File: src/rtl/pic_bus_buffer_seq_pkg.sv
// Shared types and constants for the 8259A data bus buffer: INTA state encoding,
// default CALL opcode and strobe edge-detect helpers.
package pic_bus_buffer_seq_pkg;

    localparam int unsigned DATA_W_DEF      = 8;
    localparam logic [7:0]  CALL_OPCODE_DEF = 8'hCD;

    typedef enum logic [2:0] {
        ST_IDLE,
        ST_P1,
        ST_G1,
        ST_P2,
        ST_G2,
        ST_P3
    } inta_state_e;

    // Active-low strobe edges from the current level and its previous-cycle copy.
    function automatic logic fell(input logic cur, input logic prev);
        return prev & ~cur;
    endfunction

    function automatic logic rose(input logic cur, input logic prev);
        return cur & ~prev;
    endfunction

endpackage

File: src/rtl/pic_bus_buffer_seq_if.sv
// CPU-side pin bundle of the 8259A data bus buffer.
interface pic_bus_buffer_seq_if #(
    parameter int unsigned DATA_W = 8
) ();
    logic              cs_n;
    logic              rd_n;
    logic              wr_n;
    logic              a0;
    logic              inta_n;
    logic [DATA_W-1:0] d_in;
    logic [DATA_W-1:0] d_out;
    logic              d_oe;

    modport master (
        output cs_n, rd_n, wr_n, a0, inta_n, d_in,
        input  d_out, d_oe
    );

    modport slave (
        input  cs_n, rd_n, wr_n, a0, inta_n, d_in,
        output d_out, d_oe
    );
endinterface

File: src/rtl/pic_bus_buffer_seq_inta_seq.sv
// INTA pulse sequencer: tracks 8080 (3 pulse) / 8086 (2 pulse) acknowledge cycles and
// presents the byte to load on each falling INTA edge.
module pic_inta_seq
    import pic_bus_buffer_seq_pkg::*;
#(
    parameter int unsigned DATA_W      = DATA_W_DEF,
    parameter logic [7:0]  CALL_OPCODE = CALL_OPCODE_DEF
) (
    input  logic              clk,
    input  logic              rst,
    input  logic              inta_n,
    input  logic              mode_8086,
    input  logic [DATA_W-1:0] vec_lo,
    input  logic [DATA_W-1:0] vec_hi,
    output logic              idle_c,
    output logic              load_c,
    output logic              drop_c,
    output logic              oe_c,
    output logic [DATA_W-1:0] byte_c,
    output logic              inta_first,
    output logic              inta_freeze,
    output logic              inta_done
);

    inta_state_e state;
    logic        inta_q;
    logic        mode_q;
    logic        inta_fall;
    logic        inta_rise;

    assign inta_fall = fell(inta_n, inta_q);
    assign inta_rise = rose(inta_n, inta_q);
    assign idle_c    = (state == ST_IDLE);

    // Byte to drive on a falling edge; vector inputs are sampled only here.
    always_comb begin
        load_c = 1'b0;
        drop_c = 1'b0;
        oe_c   = 1'b0;
        byte_c = '0;
        case (state)
            ST_IDLE: if (inta_fall) begin
                load_c = 1'b1;
                oe_c   = ~mode_8086;
                byte_c = mode_8086 ? '0 : DATA_W'(CALL_OPCODE);
            end
            ST_G1: if (inta_fall) begin
                load_c = 1'b1;
                oe_c   = 1'b1;
                byte_c = vec_lo;
            end
            ST_G2: if (inta_fall) begin
                load_c = 1'b1;
                oe_c   = 1'b1;
                byte_c = vec_hi;
            end
            ST_P1, ST_P2, ST_P3: drop_c = inta_rise;
            default: ;
        endcase
    end

    always_ff @(posedge clk) begin
        inta_q <= inta_n;
        if (rst) begin
            state       <= ST_IDLE;
            mode_q      <= 1'b0;
            inta_first  <= 1'b0;
            inta_freeze <= 1'b0;
            inta_done   <= 1'b0;
        end else begin
            inta_first <= 1'b0;
            inta_done  <= 1'b0;
            case (state)
                ST_IDLE: if (inta_fall) begin
                    state       <= ST_P1;
                    mode_q      <= mode_8086;
                    inta_first  <= 1'b1;
                    inta_freeze <= 1'b1;
                end
                ST_P1: if (inta_rise) state <= ST_G1;
                ST_G1: if (inta_fall) state <= ST_P2;
                ST_P2: if (inta_rise) begin
                    if (mode_q) begin
                        state       <= ST_IDLE;
                        inta_done   <= 1'b1;
                        inta_freeze <= 1'b0;
                    end else begin
                        state <= ST_G2;
                    end
                end
                ST_G2: if (inta_fall) state <= ST_P3;
                ST_P3: if (inta_rise) begin
                    state       <= ST_IDLE;
                    inta_done   <= 1'b1;
                    inta_freeze <= 1'b0;
                end
                default: state <= ST_IDLE;
            endcase
        end
    end

endmodule

File: src/rtl/pic_bus_buffer_seq.sv
// 8259A data bus buffer: registers CPU read/write strobes, holds read data for the
// whole RD pulse, commits writes as single-cycle strobes and drives INTA vector bytes.
module pic_bus_buffer_seq
    import pic_bus_buffer_seq_pkg::*;
#(
    parameter int unsigned DATA_W      = DATA_W_DEF,
    parameter logic [7:0]  CALL_OPCODE = CALL_OPCODE_DEF
) (
    input  logic                   clk,
    input  logic                   rst,
    pic_bus_buffer_seq_if.slave    bus,
    input  logic                   mode_8086,
    input  logic [DATA_W-1:0]      rd_data,
    input  logic [DATA_W-1:0]      vec_lo,
    input  logic [DATA_W-1:0]      vec_hi,
    output logic                   rd_a0,
    output logic                   rd_stb,
    output logic                   wr_stb,
    output logic                   wr_a0,
    output logic [DATA_W-1:0]      wr_data,
    output logic                   inta_first,
    output logic                   inta_freeze,
    output logic                   inta_done
);

    logic              rd_q;
    logic              wr_q;
    logic              rd_active;
    logic              wr_sel;
    logic              cap_a0;
    logic [DATA_W-1:0] cap_data;
    logic              idle_c;
    logic              load_c;
    logic              drop_c;
    logic              oe_c;
    logic [DATA_W-1:0] byte_c;
    logic              wr_low;
    logic              wr_rise;
    logic              rd_fall;
    logic              rd_end;

    pic_inta_seq #(
        .DATA_W      (DATA_W),
        .CALL_OPCODE (CALL_OPCODE)
    ) u_inta_seq (
        .clk         (clk),
        .rst         (rst),
        .inta_n      (bus.inta_n),
        .mode_8086   (mode_8086),
        .vec_lo      (vec_lo),
        .vec_hi      (vec_hi),
        .idle_c      (idle_c),
        .load_c      (load_c),
        .drop_c      (drop_c),
        .oe_c        (oe_c),
        .byte_c      (byte_c),
        .inta_first  (inta_first),
        .inta_freeze (inta_freeze),
        .inta_done   (inta_done)
    );

    // A simultaneous write or any INTA activity pre-empts a CPU read.
    assign wr_low  = ~bus.cs_n & ~bus.wr_n;
    assign wr_rise = rose(bus.wr_n, wr_q);
    assign rd_fall = ~bus.cs_n & fell(bus.rd_n, rd_q) & bus.wr_n & idle_c & ~load_c;
    assign rd_end  = bus.rd_n | wr_low | ~idle_c | load_c;

    always_ff @(posedge clk) begin
        rd_q <= bus.rd_n;
        wr_q <= bus.wr_n;
        if (rst) begin
            rd_active <= 1'b0;
            wr_sel    <= 1'b0;
            cap_a0    <= 1'b0;
            cap_data  <= '0;
            rd_a0     <= 1'b0;
            rd_stb    <= 1'b0;
            wr_stb    <= 1'b0;
            wr_a0     <= 1'b0;
            wr_data   <= '0;
            bus.d_out <= '0;
            bus.d_oe  <= 1'b0;
        end else begin
            rd_stb <= rd_fall;
            wr_stb <= 1'b0;
            if (rd_fall) rd_a0 <= bus.a0;

            if (wr_low) begin
                cap_data <= bus.d_in;
                cap_a0   <= bus.a0;
                if (wr_q) wr_sel <= 1'b1;
            end
            if (wr_rise && wr_sel) begin
                wr_stb  <= 1'b1;
                wr_data <= cap_data;
                wr_a0   <= cap_a0;
                wr_sel  <= 1'b0;
            end

            if (rd_fall)     rd_active <= 1'b1;
            else if (rd_end) rd_active <= 1'b0;

            // INTA bytes override read data; read data is captured once, then held.
            if (load_c) begin
                bus.d_out <= byte_c;
                bus.d_oe  <= oe_c;
            end else if (drop_c) begin
                bus.d_oe <= 1'b0;
            end else if (idle_c && rd_active) begin
                if (rd_end) begin
                    bus.d_oe <= 1'b0;
                end else if (rd_stb) begin
                    bus.d_out <= rd_data;
                    bus.d_oe  <= 1'b1;
                end
            end
        end
    end

endmodule

File: src/flat_wrapper.sv
// flat-port wrapper written by rule: the top's interface ports become plain ports
module pic_bus_buffer_seq_flat import pic_bus_buffer_seq_pkg::*;
#(
    parameter int unsigned DATA_W      = DATA_W_DEF,
    parameter logic [7:0]  CALL_OPCODE = CALL_OPCODE_DEF
)
  (clk, rst, mode_8086, rd_data, vec_lo, vec_hi, rd_a0, rd_stb, wr_stb, wr_a0, wr_data, inta_first, inta_freeze, inta_done, bus_cs_n, bus_rd_n, bus_wr_n, bus_a0, bus_inta_n, bus_d_in, bus_d_out, bus_d_oe);
  pic_bus_buffer_seq_if #(.DATA_W(DATA_W)) bus_i ();
  input  logic clk;
  input  logic rst;
  input  logic mode_8086;
  input  logic [DATA_W-1:0] rd_data;
  input  logic [DATA_W-1:0] vec_lo;
  input  logic [DATA_W-1:0] vec_hi;
  output logic rd_a0;
  output logic rd_stb;
  output logic wr_stb;
  output logic wr_a0;
  output logic [DATA_W-1:0] wr_data;
  output logic inta_first;
  output logic inta_freeze;
  output logic inta_done;
  input wire logic [$bits(bus_i.cs_n)-1:0] bus_cs_n;
  input wire logic [$bits(bus_i.rd_n)-1:0] bus_rd_n;
  input wire logic [$bits(bus_i.wr_n)-1:0] bus_wr_n;
  input wire logic [$bits(bus_i.a0)-1:0] bus_a0;
  input wire logic [$bits(bus_i.inta_n)-1:0] bus_inta_n;
  input wire logic [$bits(bus_i.d_in)-1:0] bus_d_in;
  output wire logic [$bits(bus_i.d_out)-1:0] bus_d_out;
  output wire logic [$bits(bus_i.d_oe)-1:0] bus_d_oe;
  assign bus_i.cs_n = bus_cs_n;
  assign bus_i.rd_n = bus_rd_n;
  assign bus_i.wr_n = bus_wr_n;
  assign bus_i.a0 = bus_a0;
  assign bus_i.inta_n = bus_inta_n;
  assign bus_i.d_in = bus_d_in;
  assign bus_d_out = bus_i.d_out;
  assign bus_d_oe = bus_i.d_oe;
  pic_bus_buffer_seq #(.DATA_W(DATA_W), .CALL_OPCODE(CALL_OPCODE)) u_core (.clk(clk), .rst(rst), .bus(bus_i), .mode_8086(mode_8086), .rd_data(rd_data), .vec_lo(vec_lo), .vec_hi(vec_hi), .rd_a0(rd_a0), .rd_stb(rd_stb), .wr_stb(wr_stb), .wr_a0(wr_a0), .wr_data(wr_data), .inta_first(inta_first), .inta_freeze(inta_freeze), .inta_done(inta_done));
endmodule
File: config.mk
export PLATFORM = sky130hd
export DESIGN_NAME = pic_bus_buffer_seq_flat
export DESIGN_NICKNAME = d
export VERILOG_FILES = /design/src/rtl/pic_bus_buffer_seq_pkg.sv /design/src/rtl/pic_bus_buffer_seq_if.sv /design/src/rtl/pic_bus_buffer_seq_inta_seq.sv /design/src/rtl/pic_bus_buffer_seq.sv /design/src/flat_wrapper.sv
export SDC_FILE = /design/constraint.sdc
export NUM_CORES = 1
export LEC_CHECK = 0
export ABC_AREA = 1
export ABC_CLOCK_PERIOD_IN_PS = 2500
export BUFFER_PORTS_ARGS = -buffer_cell sky130_fd_sc_hd__buf_2
export CAP_MARGIN = 20
export CORE_MARGIN = 8
export CORE_UTILIZATION = 45
export CTS_CLUSTER_SIZE = 14
export DETAILED_ROUTE_END_ITERATION = 6
export PLACE_DENSITY = 0.72
export SLEW_MARGIN = 40
export SYNTH_ARGS = -nofsm -noshare
export SYNTH_HDL_FRONTEND = slang
export SYNTH_SLANG_ARGS = --single-unit
File: constraint.sdc
create_clock -name clk -period 2.5 [get_ports clk]
set_clock_uncertainty 0.2 [all_clocks]
set_input_delay 0.5 -clock clk [delete_from_list [all_inputs] [get_ports clk]]
set_output_delay 0.5 -clock clk [all_outputs]
set_load 0.05 [all_outputs]
## Word level (Yosys, flattened, before mapping)

Index checks and enable logic that the tools add are counted.

- Register bits: 42
- Input bits: 40
- Output and inout port bits: 24
- Word-level logic and storage cells: 114

- Equality and inequality tests: 14
- Muxes and demuxes: 40
- Bitwise operators: 21
- Reduce and logical (&&, ||, !) cells: 20

Operators with widths:

| cell | count |
|---|---|
| two-way mux 8 bit | 9 |
| case mux 8 bit (3 select lines) | 1 |
| two-way mux 3 bit | 7 |
| two-way mux 1 bit | 19 |
| case mux 3 bit (6 select lines) | 1 |
| inequality test 2 bit, second input constant | 7 |
| bitwise AND 1 bit | 9 |
| inverter 1 bit | 9 |
| == test 3 x 2 -> 1 bit, second input constant | 2 |
| == test 3 bit, second input constant | 2 |
| AND reduction 2 bit | 3 |
| AND reduction 6 bit | 1 |
| nonzero test 2 bit | 3 |
| nonzero test 3 bit | 2 |
| OR reduction 2 bit | 3 |
| OR reduction 3 bit | 2 |
| AND reduction 5 bit | 1 |
| inequality test 2 x 1 -> 1 bit, second input constant | 2 |
| case mux 1 bit (2 select lines) | 2 |
| AND reduction 4 bit | 1 |
| nonzero test 4 bit | 1 |
| == test 3 x 1 -> 1 bit, second input constant | 1 |
| zero test 3 bit | 1 |
| OR 1 bit | 3 |
| 2 further kinds | 3 |

## Depth between registers and ports, before layout

Gate-level depths: netlist of the first run.

- Word-level depth: 9
- Gate-level depth with buffers: 10

## Modules after synthesis

A second synthesis of the first run with hierarchy kept.

- Cell total of the unflattened synthesis: 296
- Area total of the unflattened synthesis: 2068.2 µm²

Modules (own cells, without submodules):

| module | times used | cells each | area an instance (µm²) |
|---|---|---|---|
| pic_bus_buffer_seq | 1 | 197 | 1416.4 |
| pic_inta_seq | 1 | 99 | 651.9 |

## Worst setup path before layout of the first run

OpenSTA, ideal clock, no wires.

- Path type: input to register
- Start: input bus_cs_n
- End: register u_core.bus.d_oe
- Library setup time: 0.115 ns
- Data arrival time: 1.145 ns
- Required time: 2.185 ns
- Path slack: 1.041 ns
- Stages on the path: 6
- Buffers on the path: 0
- Cell sequence: nor2_1 -> nor2_1 -> nand2_1 -> nand3_1 -> a21oi_1 -> nor2_1

- Longest elaborated chain between the ends: 9

RTL lines:

| item | RTL line | text |
|---|---|---|
| start: declaration | flat_wrapper.sv:23 | `input wire logic [$bits(bus_i.cs_n)-1:0] bus_cs_n;` |
| inverter 1 bit (*) | pic_bus_buffer_seq.sv:63 | `assign wr_low = ~bus.cs_n & ~bus.wr_n;` |
| bitwise AND 1 bit (*) | pic_bus_buffer_seq.sv:63 |  |
| OR 1 bit (*) (3 in a row) | pic_bus_buffer_seq.sv:66 | `assign rd_end = bus.rd_n \| wr_low \| ~idle_c \| load_c;` |
| two-way mux 1 bit | pic_bus_buffer_seq.sv:110 | `if (rd_end) begin` |
| two-way mux 1 bit | pic_bus_buffer_seq.sv:109 | `end else if (idle_c && rd_active) begin` |
| two-way mux 1 bit | pic_bus_buffer_seq.sv:107 | `end else if (drop_c) begin` |
| two-way mux 1 bit | pic_bus_buffer_seq.sv:104 | `if (load_c) begin` |
| end signal: assignment | pic_bus_buffer_seq.sv:106 | `bus.d_oe <= oe_c;` |
| end signal: assignment | pic_bus_buffer_seq.sv:108 | `bus.d_oe <= 1'b0;` |
| end signal: assignment | pic_bus_buffer_seq.sv:111 | `bus.d_oe <= 1'b0;` |
| end: declaration | pic_bus_buffer_seq_if.sv:21 | `output d_out, d_oe` |

Every way passes the cells marked *; elsewhere a longest branch is shown, timed or not. The select of a mux whose other input is x is not followed.
A chain may end at the register's enable or synchronous reset.

## Final worst setup path of the first run

- Start: register u_core.u_inta_seq.inta_q
- End: register u_core.bus.d_out[1]

- Longest elaborated chain between the ends: 6

RTL lines:

| item | RTL line | text |
|---|---|---|
| start: declaration | pic_bus_buffer_seq_inta_seq.sv:26 | `logic inta_q;` |
| start signal: assignment | pic_bus_buffer_seq_inta_seq.sv:63 | `inta_q <= inta_n;` |
| bitwise AND 1 bit | pic_bus_buffer_seq_pkg.sv:19 | `return prev & ~cur;` |
| two-way mux 1 bit | pic_bus_buffer_seq_inta_seq.sv:42, pic_bus_buffer_seq_inta_seq.sv:47, pic_bus_buffer_seq_inta_seq.sv:52 |  |
| two-way mux 1 bit | n/a |  |
| OR 1 bit | pic_bus_buffer_seq.sv:66 |  |
| inequality test 2 x 1 -> 1 bit (no line) | n/a |  |
| AND reduction 4 bit (no line) | n/a |  |
| end signal: assignment | pic_bus_buffer_seq.sv:105 | `bus.d_out <= byte_c;` |
| end signal: assignment | pic_bus_buffer_seq.sv:113 | `bus.d_out <= rd_data;` |
| end: declaration | pic_bus_buffer_seq_if.sv:21 |  |

Parallel ways exist; a longest one is shown, timed or not.

==> results of run 1 <==
## kinds of logic (layout without fill, tap and decap cells)
group,after synthesis,in the layout
and+or+nand+nor,187,187
AOI/OAI and AO/OA,26,26
buffers and inverters,36,101
DFF,42,42
## layer usage
metal	global-route usage [%]	part of all wire, %
met2	26.9	47
met4	5.09	1.1
met3	4.33	7.9
met5	0	0
met1	18.4	44
## area by class of cell
cell class	count	area (um2)
tap	52	65.1
multi-input combinational	213	976
fill	422	1860
sequential	42	841
clock inverter	3	45.0
timing repair buffer	67	345
inverter	26	97.6
clock buffer	5	68.8
## synthesized netlist by cell type
master / n / share of area (%)
nand2_1: 65 / 12
nor2_1: 61 / 12
dfxtp_1: 42 / 42
nand3_1: 40 / 10
inv_1: 22 / 4.2
o21ai_0: 13 / 3.3
a21oi_1: 12 / 3.0
nand4_1: 6 / 1.9
buf_6: 4 / 2.3
inv_2: 4 / 0.76
buf_2: 3 / 0.76
clkbuf_1: 3 / 0.57
nand2_2: 3 / 0.95
nand3b_1: 3 / 1.1
nor2_2: 3 / 0.95
nor2_4: 3 / 1.7
nand3_2: 2 / 1.0
a21oi_2: 1 / 0.44
nand3_4: 1 / 0.88
## worst max-delay path by stage
| stage | from | end | slack [ps] | cells after the start |
|---|---|---|---|---|
| 2_1_floorplan | bus_cs_n | u_core.bus.d_oe | 1040 | 6 |
| 3_3_place_gp | bus_inta_n | u_core.bus.d_out[4] | 620 | 7 |
| 3_5_place_dp | bus_inta_n | u_core.bus.d_out[5] | 570 | 7 |
| 4_1_cts | u_core.u_inta_seq.inta_q | u_core.bus.d_out[5] | 640 | 7 |
| 5_1_grt | u_core.u_inta_seq.inta_q | u_core.bus.d_out[1] | 450 | 7 |
| 6_report | u_core.u_inta_seq.inta_q | u_core.bus.d_out[1] | 630 | 7 |
## through the flow
stage | setup WS, ps | total power (W)
4_1_cts | 641 | 0.00193
6_report | 634 | 0.00191
3_5_place_dp | 570 | 0.00137
2_1_floorplan | 1040 | 0.00125
5_1_grt | 450 | 0.00202
3_3_place_gp | 620 | 0.00137
## critical path: stages, from the launching register on
cell     delay (ps)
dfxtp_1         500
inv_2            90
nor2_4          320
nand3_4         280
nand2_1         130
nand3_1          90
nor2_1          110
nor2_1           50
## sequential cells by signal, indices dropped and copies added (netlist names), 3 cells and up
| register | flops |
|---|---|
| u_core.bus.d_out | 8 |
| u_core.cap_data | 8 |
| u_core.wr_data | 8 |
| u_core.u_inta_seq.state | 3 |
## power by group
group          switching (W)  leakage [nW]  internal (W)
Clock               0.000247        0.0504      0.000297
Sequential         0.0000489         0.344      0.000731
Combinational       0.000404         0.847      0.000178
==> run summary, run 1 <==
Post-route ant nets: 0
Final setup viols: 0
Worst EP arrival: 1870 ps
Ratio of cells with drive above 1 in the final layout: 25.8%
Critical Path Sink Type: register
Worst slew pin tran: 430 ps
Final design utilization: 56.8%
Synth-to-Final Area Change: 22.8%
Depth of the most critical reg-to-reg path: 7
CTS Buf Count: 5
Post-Synth XOR/XNOR Area: 0%
Post-synthesis compound-gate area fraction: 6.74%
Commonest non-fill, non-tap cell in the layout: nand2_1
Hold Fails Final Rpt: 0
Worst hold path type: in2reg
Synth Area per Inst: 6.82 um2
Slew Limit Fails: 0
Number of vias per cell: 4.94
Placed Cells incl. Taps: 400
Ant. Diodes: 0
# IOs: 64
Reg-to-reg startpoint: u_core.u_inta_seq.inta_q
Non-Filler Instances: 408
Largest net degree at the start of global routing: 21
Drc violations: 0
Seq/Total Area, Yosys: 42.3%
Hold path startpoint: bus_rd_n
Overall routed net length: 5070 um
Worst setup SP type: register
Tcrit/Tclk final: 74.6%
RSZ-0062 raised after global routing: no
Die area: 6790 um2
Final Wtd Congestion: 0.825
Synth unique cells: 19
Adder and majority gate portion of the synthesized area: 0%
Fin nets: 395
Clk sinks: 42
Worst min-delay path endpoint: u_core.rd_q
Crit-path max FO: 19
Core area: 4290 um2
Hold WS: 142 ps
Hold path depth: 1
Die Wd: 82.4 um
Crit Path Category: reg2reg
Register bit total from synthesis: 42
CTS H-Tree Depth: 2
DP HPWL: 3800 um
Routed length per instance: 12.4 um
CTS Hold Buffers Added: 0
Number of global-route vias before repair: 1997
CTS Buffer Depth: 2
Initial core utilization: 46.2%
Worst ir drop on vdd: 0.452 mV
Syn_nets: 331
R2R Setup Slk: 630 ps
Fmax: 536 MHz
Mux cell area share after synthesis: 0%
P_leak: 1.24 nW
Gr usage total: 15.7%
Port bufs: 63
GRT overflow: 0
Pre-antenna DRT Iters: 4
DR iter-0 viols: 130
Critical path required time: 2500 ps
Post-Synth Simple-Gate Area: 42.4%
DR vias: 2015
Synthesized instance count: 291
Count of max-cap constraint violations: 0
Final min period: 1870 ps
Post-Synthesis Cell Area: 1990 um2
CTS tree: built
Pwr dens: 781 nW/um2
Status: complete, no violations
Post-cts resize count: 0
Finished layout cell area: 2440 um2
Initial antenna violation count: 0
Root buf cell: clkbuf_8
R2R Path End: u_core.bus.d_out[1]
Clk_lat worst skew: 300 ps
Worst-path clk slew: 90 ps
Post-CTS Setup Bufs: 0
YS warnings: 0
DP Area: 2320 um2
Die height: 82.4 um
First-pass GRT wire length: 8540 um
Most frequent cells in the layout: nand2_1, buf_2, nor2_1
Post-Route Setup TNS: 0 ps
Row count: 24
Main combinational cell family by area after synthesis: simple AND/OR/NAND/NOR gates
Relative slew margins: 71.3%
(Power assumes the default switching activity.)
==> run 2: changes to the inputs <==
ABC_CLOCK_PERIOD_IN_PS = 1900   (was 2500)
clock period = 1.9 ns   (was 2.5 ns; I/O delays follow)
==> run summary, run 2 (synthesis gave the netlist of run 1 again) <==
CTS Hold Buffers Added: 0
Pwr dens: 972 nW/um2
Worst EP arrival: 1660 ps
P_leak: 1.25 nW
# IOs: 64
Ratio of cells with drive above 1 in the final layout: 26.5%
GRT overflow: 0
Hold WS: 27.2 ps
Number of global-route vias before repair: 1902
Worst-path clk slew: 80 ps
First-pass GRT wire length: 8390 um
Worst hold path type: in2reg
Drc violations: 0
Port bufs: 63
Fmax: 614 MHz
Initial core utilization: 46.2%
Commonest non-fill, non-tap cell in the layout: nand2_1
DR iter-0 viols: 113
CTS Buf Count: 5
DP HPWL: 3770 um
Overall routed net length: 4940 um
Die area: 6790 um2
RSZ-0062 raised after global routing: no
Post-route ant nets: 0
Post-Route Setup TNS: 0 ps
Final setup viols: 0
Die Wd: 82.4 um
Tcrit/Tclk final: 85.8%
Row count: 24
Status: complete, no violations
Number of vias per cell: 4.84
Pre-antenna DRT Iters: 4
Clk_lat worst skew: 290 ps
Crit-path max FO: 8
Slew Limit Fails: 0
CTS Buffer Depth: 2
Hold Fails Final Rpt: 0
Final min period: 1630 ps
CTS H-Tree Depth: 2
Routed length per instance: 12.0 um
Count of max-cap constraint violations: 0
Worst Slack Setup Final: 271 ps
Ant. Diodes: 0
Core area: 4290 um2
Critical path required time: 1940 ps
Post-cts resize count: 0
Initial antenna violation count: 0
CTS tree: built
Most frequent cells in the layout: nand2_1, buf_2, nor2_1
Worst slack, placed: 204 ps
Die height: 82.4 um
Crit Path Category: reg2reg
Synth-to-Final Area Change: 22.7%
Worst ir drop on vdd: 0.505 mV
Root buf cell: clkbuf_8
Largest net degree at the start of global routing: 20
Worst slew pin tran: 387 ps
Largest regs: u_core.bus.d_out x8, u_core.cap_data x8, u_core.wr_data x8
Worst setup SP type: register
Critical Path Sink Type: register
Relative slew margins: 74.2%
Gr usage total: 15.5%
Clk sinks: 42
DR vias: 1991
Post-CTS Setup Bufs: 0
Fin nets: 398
Final Wtd Congestion: 0.831
[run 2: cell types whose count changed in the layout (fill, tap and decap cells not counted), sizes merged]
| cell | change |
|---|---|
| bufinv | -1 |
| clkinv | +2 |
| buf | +3 |
| clkinvlp | -1 |
[run 2: path summary, 6_finish.rpt]
kind / start / endpoint / slack [ps] / depth (start not counted)
setup / recovery: u_core.u_inta_seq.state[2] / u_core.bus.d_out[2] / 270 / 6
hold / removal: bus_rd_n / u_core.rd_q / 30 / 1
setup reg to reg: u_core.u_inta_seq.state[2] / u_core.bus.d_out[2] / 270 / 6
hold reg to reg: u_core.cap_data[6] / u_core.wr_data[6] / 240 / 2
[run 2: metal layers]
metal	global-route usage [%]	vias to the layer above	part of all wire, %
met5	0	-	0
met4	4.56	0	0.81
met3	5.41	4	8.8
met2	25.4	51	46
met1	18.8	873	44
li1	-	1063	-
[run 2: critical path: stages (launching register included)]
cell	delay (ps)
dfxtp_1	490
nand2_1	180
nand2_1	130
nor2_1	70
a21oi_2	320
nor2_1	100
nor2_1	90
[run 2: power breakdown]
part | switching, W | internal (W)
Combinational | 0.000532 | 0.000238
Sequential | 0.0000622 | 0.000962
Clock | 0.000315 | 0.000258
[run 2: through the flow]
| step | total power [W] | instance area, um2 | util, % | instances |
|---|---|---|---|---|
| after global routing | 0.00253 | 2440 | 56.8 | 411 |
| after global placement | 0.00181 | 2350 | 54.7 | 403 |
| after floorplan | 0.00164 | 1990 | - | 291 |
| after detailed placement | 0.00181 | 2350 | 54.7 | 403 |
| after CTS | 0.00239 | 2440 | 56.8 | 411 |
| final | 0.00237 | 2440 | 56.8 | 411 |
[run 2: layout make-up]
class / instances / area [um2]
Fill cell: 455 / 1860
Multi-Input combinational cell: 213 / 976
Sequential cell: 42 / 841
Timing Repair Buffer: 70 / 368
Inverter: 26 / 97.6
Clock buffer: 5 / 68.8
Tap cell: 52 / 65.1
Clock inverter: 3 / 21.3
==> run 3: changes to the inputs <==
ABC_AREA = default   (was 1)
ABC_CLOCK_PERIOD_IN_PS = 1500   (was 1900)
PLACE_DENSITY = 0.74   (was 0.72)
clock period = 1.5 ns   (was 1.9 ns; I/O delays follow)
==> run summary, run 3 <==
Commonest non-fill, non-tap cell in the layout: buf_2
Pwr dens: 1100 nW/um2
Finished layout cell area: 2380 um2
Synth Area per Inst: 9.68 um2
Worst Slack Setup Final: -74.1 ps
Initial core utilization: 46.6%
Worst hold path type: in2reg
Final min period: 1570 ps
First-pass GRT wire length: 7180 um
CTS H-Tree Depth: 2
Die height: 77.4 um
DR iter-0 viols: 74
Filler Cell Count: 324
Seq/Total Area, Yosys: 49.6%
DP HPWL: 3250 um
DP Area: 2130 um2
Most frequent cells in the layout: buf_2, dfxtp_1, nand2_1
Pint: 0.00200 W
Hold WS: 30.9 ps
Non-Filler Instances: 306
Worst EP arrival: 1550 ps
Post-Synthesis Cell Area: 1690 um2
Ratio of cells with drive above 1 in the final layout: 41.9%
CTS tree: built
Drc violations: 0
Comb power frac: 12.8%
Syn_nets: 215
Routed length per instance: 14.2 um
Count of max-cap constraint violations: 0
Synth unique cells: 28
CTS Buf Count: 5
Critical path required time: 1470 ps
Overall routed net length: 4330 um
Register bit total from synthesis: 42
Synthesized instance count: 175
# IOs: 64
Hold Fails Final Rpt: 0
Worst path slowest cell: dfxtp_2
Crit Path Category: reg2reg
Fin nets: 297
Post-route ant nets: 0
YS warnings: 0
Number of vias per cell: 5.07
Pre-antenna DRT Iters: 4
Largest regs: u_core.bus.d_out x8, u_core.cap_data x8, u_core.wr_data x8
Relative slew margins: 62.0%
Synth top area cells: dfxtp_1, a22o_1, mux2i_1
Worst slew pin tran: 567 ps
R2R Setup Slk: -70 ps
Top-area cell type share of the netlist area: 49.6%
Row count: 22
Ys async rst share: 0%
Worst ir drop on vdd: 0.554 mV
Core area: 3630 um2
EDFF count, synth: 0
Clock network power share: 41.9%
RSZ-0062 raised after global routing: yes
Tcrit/Tclk final: 105%
Die Wd: 77.4 um
Gr usage total: 14.4%
Cell taking the most area after synthesis: dfxtp_1
Net Sw Frac: 23.2%
Predominant post-synthesis flop cell: dfxtp_1
Worst slack, placed: -176 ps
Critical path's largest stage delay: 340 ps
GRT overflow: 0
Synth-to-Final Area Change: 40.3%
Top-count cell post-synth: dfxtp_1
Worst-path clk slew: 80 ps
Failing checks: negative setup slack
Initial antenna violation count: 0
Critical Path Sink Type: register
Status: finished with violations
Worst setup SP type: register
Crit-path max FO: 8
Final setup viols: 10
Worst-path cell chain: nor4b_4 -> nand4b_2 -> buf_6 -> mux2i_1 -> a211oi_1
P_leak: 1.15 nW
Die area: 5980 um2
Root buf cell: clkbuf_8
Ant. Diodes: 0
CTS Buffer Depth: 2
Post-synth top cells: dfxtp_1, nand2_1, a21oi_1
Port bufs: 63
Fmax: 635 MHz
Placed Cells incl. Taps: 292
Final Wtd Congestion: 0.802
Clk_lat worst skew: 300 ps
Number of global-route vias before repair: 1593
Largest net degree at the start of global routing: 18
DR vias: 1550
Switching pwr: 0.000607 W
Clk sinks: 42
Slew Limit Fails: 0
Share of power burned in registers: 45.3%
run 3: cell type report:
| type | count | area, um2 | area share [%] |
|---|---|---|---|
| clock buffers | 6 | 82.6 | 3.47 |
| clock inverters | 2 | 60.1 | 2.53 |
| inverters | 2 | 7.51 | 0.316 |
| multi-input cells | 120 | 823 | 34.6 |
| flip-flops and latches | 42 | 845 | 35.5 |
| well taps | 48 | 60.1 | 2.53 |
| repair buffers | 86 | 499 | 21.0 |
run 3: layer usage:
layer	global-route usage [%]	share of wire (%)	up-vias
met5	0	0	-
met4	3.96	0.97	0
met3	5.88	7.0	5
met2	24.9	49	50
met1	15.9	43	705
li1	-	-	790
run 3: cell families (layout without fill, tap and decap cells):
logic type                count (synthesis)  count (layout)  share of synthesized area [%]
buffers and inverters                    13              96                           4.50
and+or+nand+nor                          55              55                           17.7
muxes                                    11              11                           6.50
AOI/OAI and AO/OA                        53              53                           21.2
DFF                                      42              42                           49.6
xor gates and xnor gates                  1               1                          0.517
run 3: what timing repair did:
item                                    in CTS  in global routing
pin swaps                                    5                  4
endpoints found under the setup margin      12                 15
endpoints found under the hold margin        2                  0
hold buffers                                 2                  0
setup buffers                                3                  1
resized for setup                           12                  5
run 3: through the flow:
stage / util (%) / TNS [ps] / total power [W]
global placement: 58.6 / -870 / 0.00151
detailed placement: 58.6 / -1400 / 0.00152
finish: 65.4 / -485 / 0.00261
floorplan: - / -921 / 0.00139
global route: 65.4 / -1540 / 0.00270
CTS: 64.6 / -380 / 0.00262
run 3: worst max-delay path: cells and delay by family (launching register included):
kind	cells	cell delay, ps
DFF	1	340
AOI/OAI and AO/OA	1	100
buffers and inverters	1	160
muxes	1	200
and+or+nand+nor	2	460
run 3: power by group through the flow:
stage,Combinational (W),Sequential [W],Clock [W]
after floorplan,0.000111,0.00128,0
after global placement,0.000307,0.00121,0
after detailed placement,0.000310,0.00121,0
after CTS,0.000328,0.00118,0.00111
after global routing,0.000362,0.00119,0.00115
final,0.000334,0.00118,0.00109
run 3: worst paths after layout:
check / from / to / cells past startpoint
min reg2reg: u_core.cap_data[2] / u_core.cap_data[2] / 2
max: u_core.u_inta_seq.state[0] / u_core.bus.d_out[7] / 5
min: bus_d_in[4] / u_core.cap_data[4] / 3
max reg2reg: u_core.u_inta_seq.state[0] / u_core.bus.d_out[7] / 5
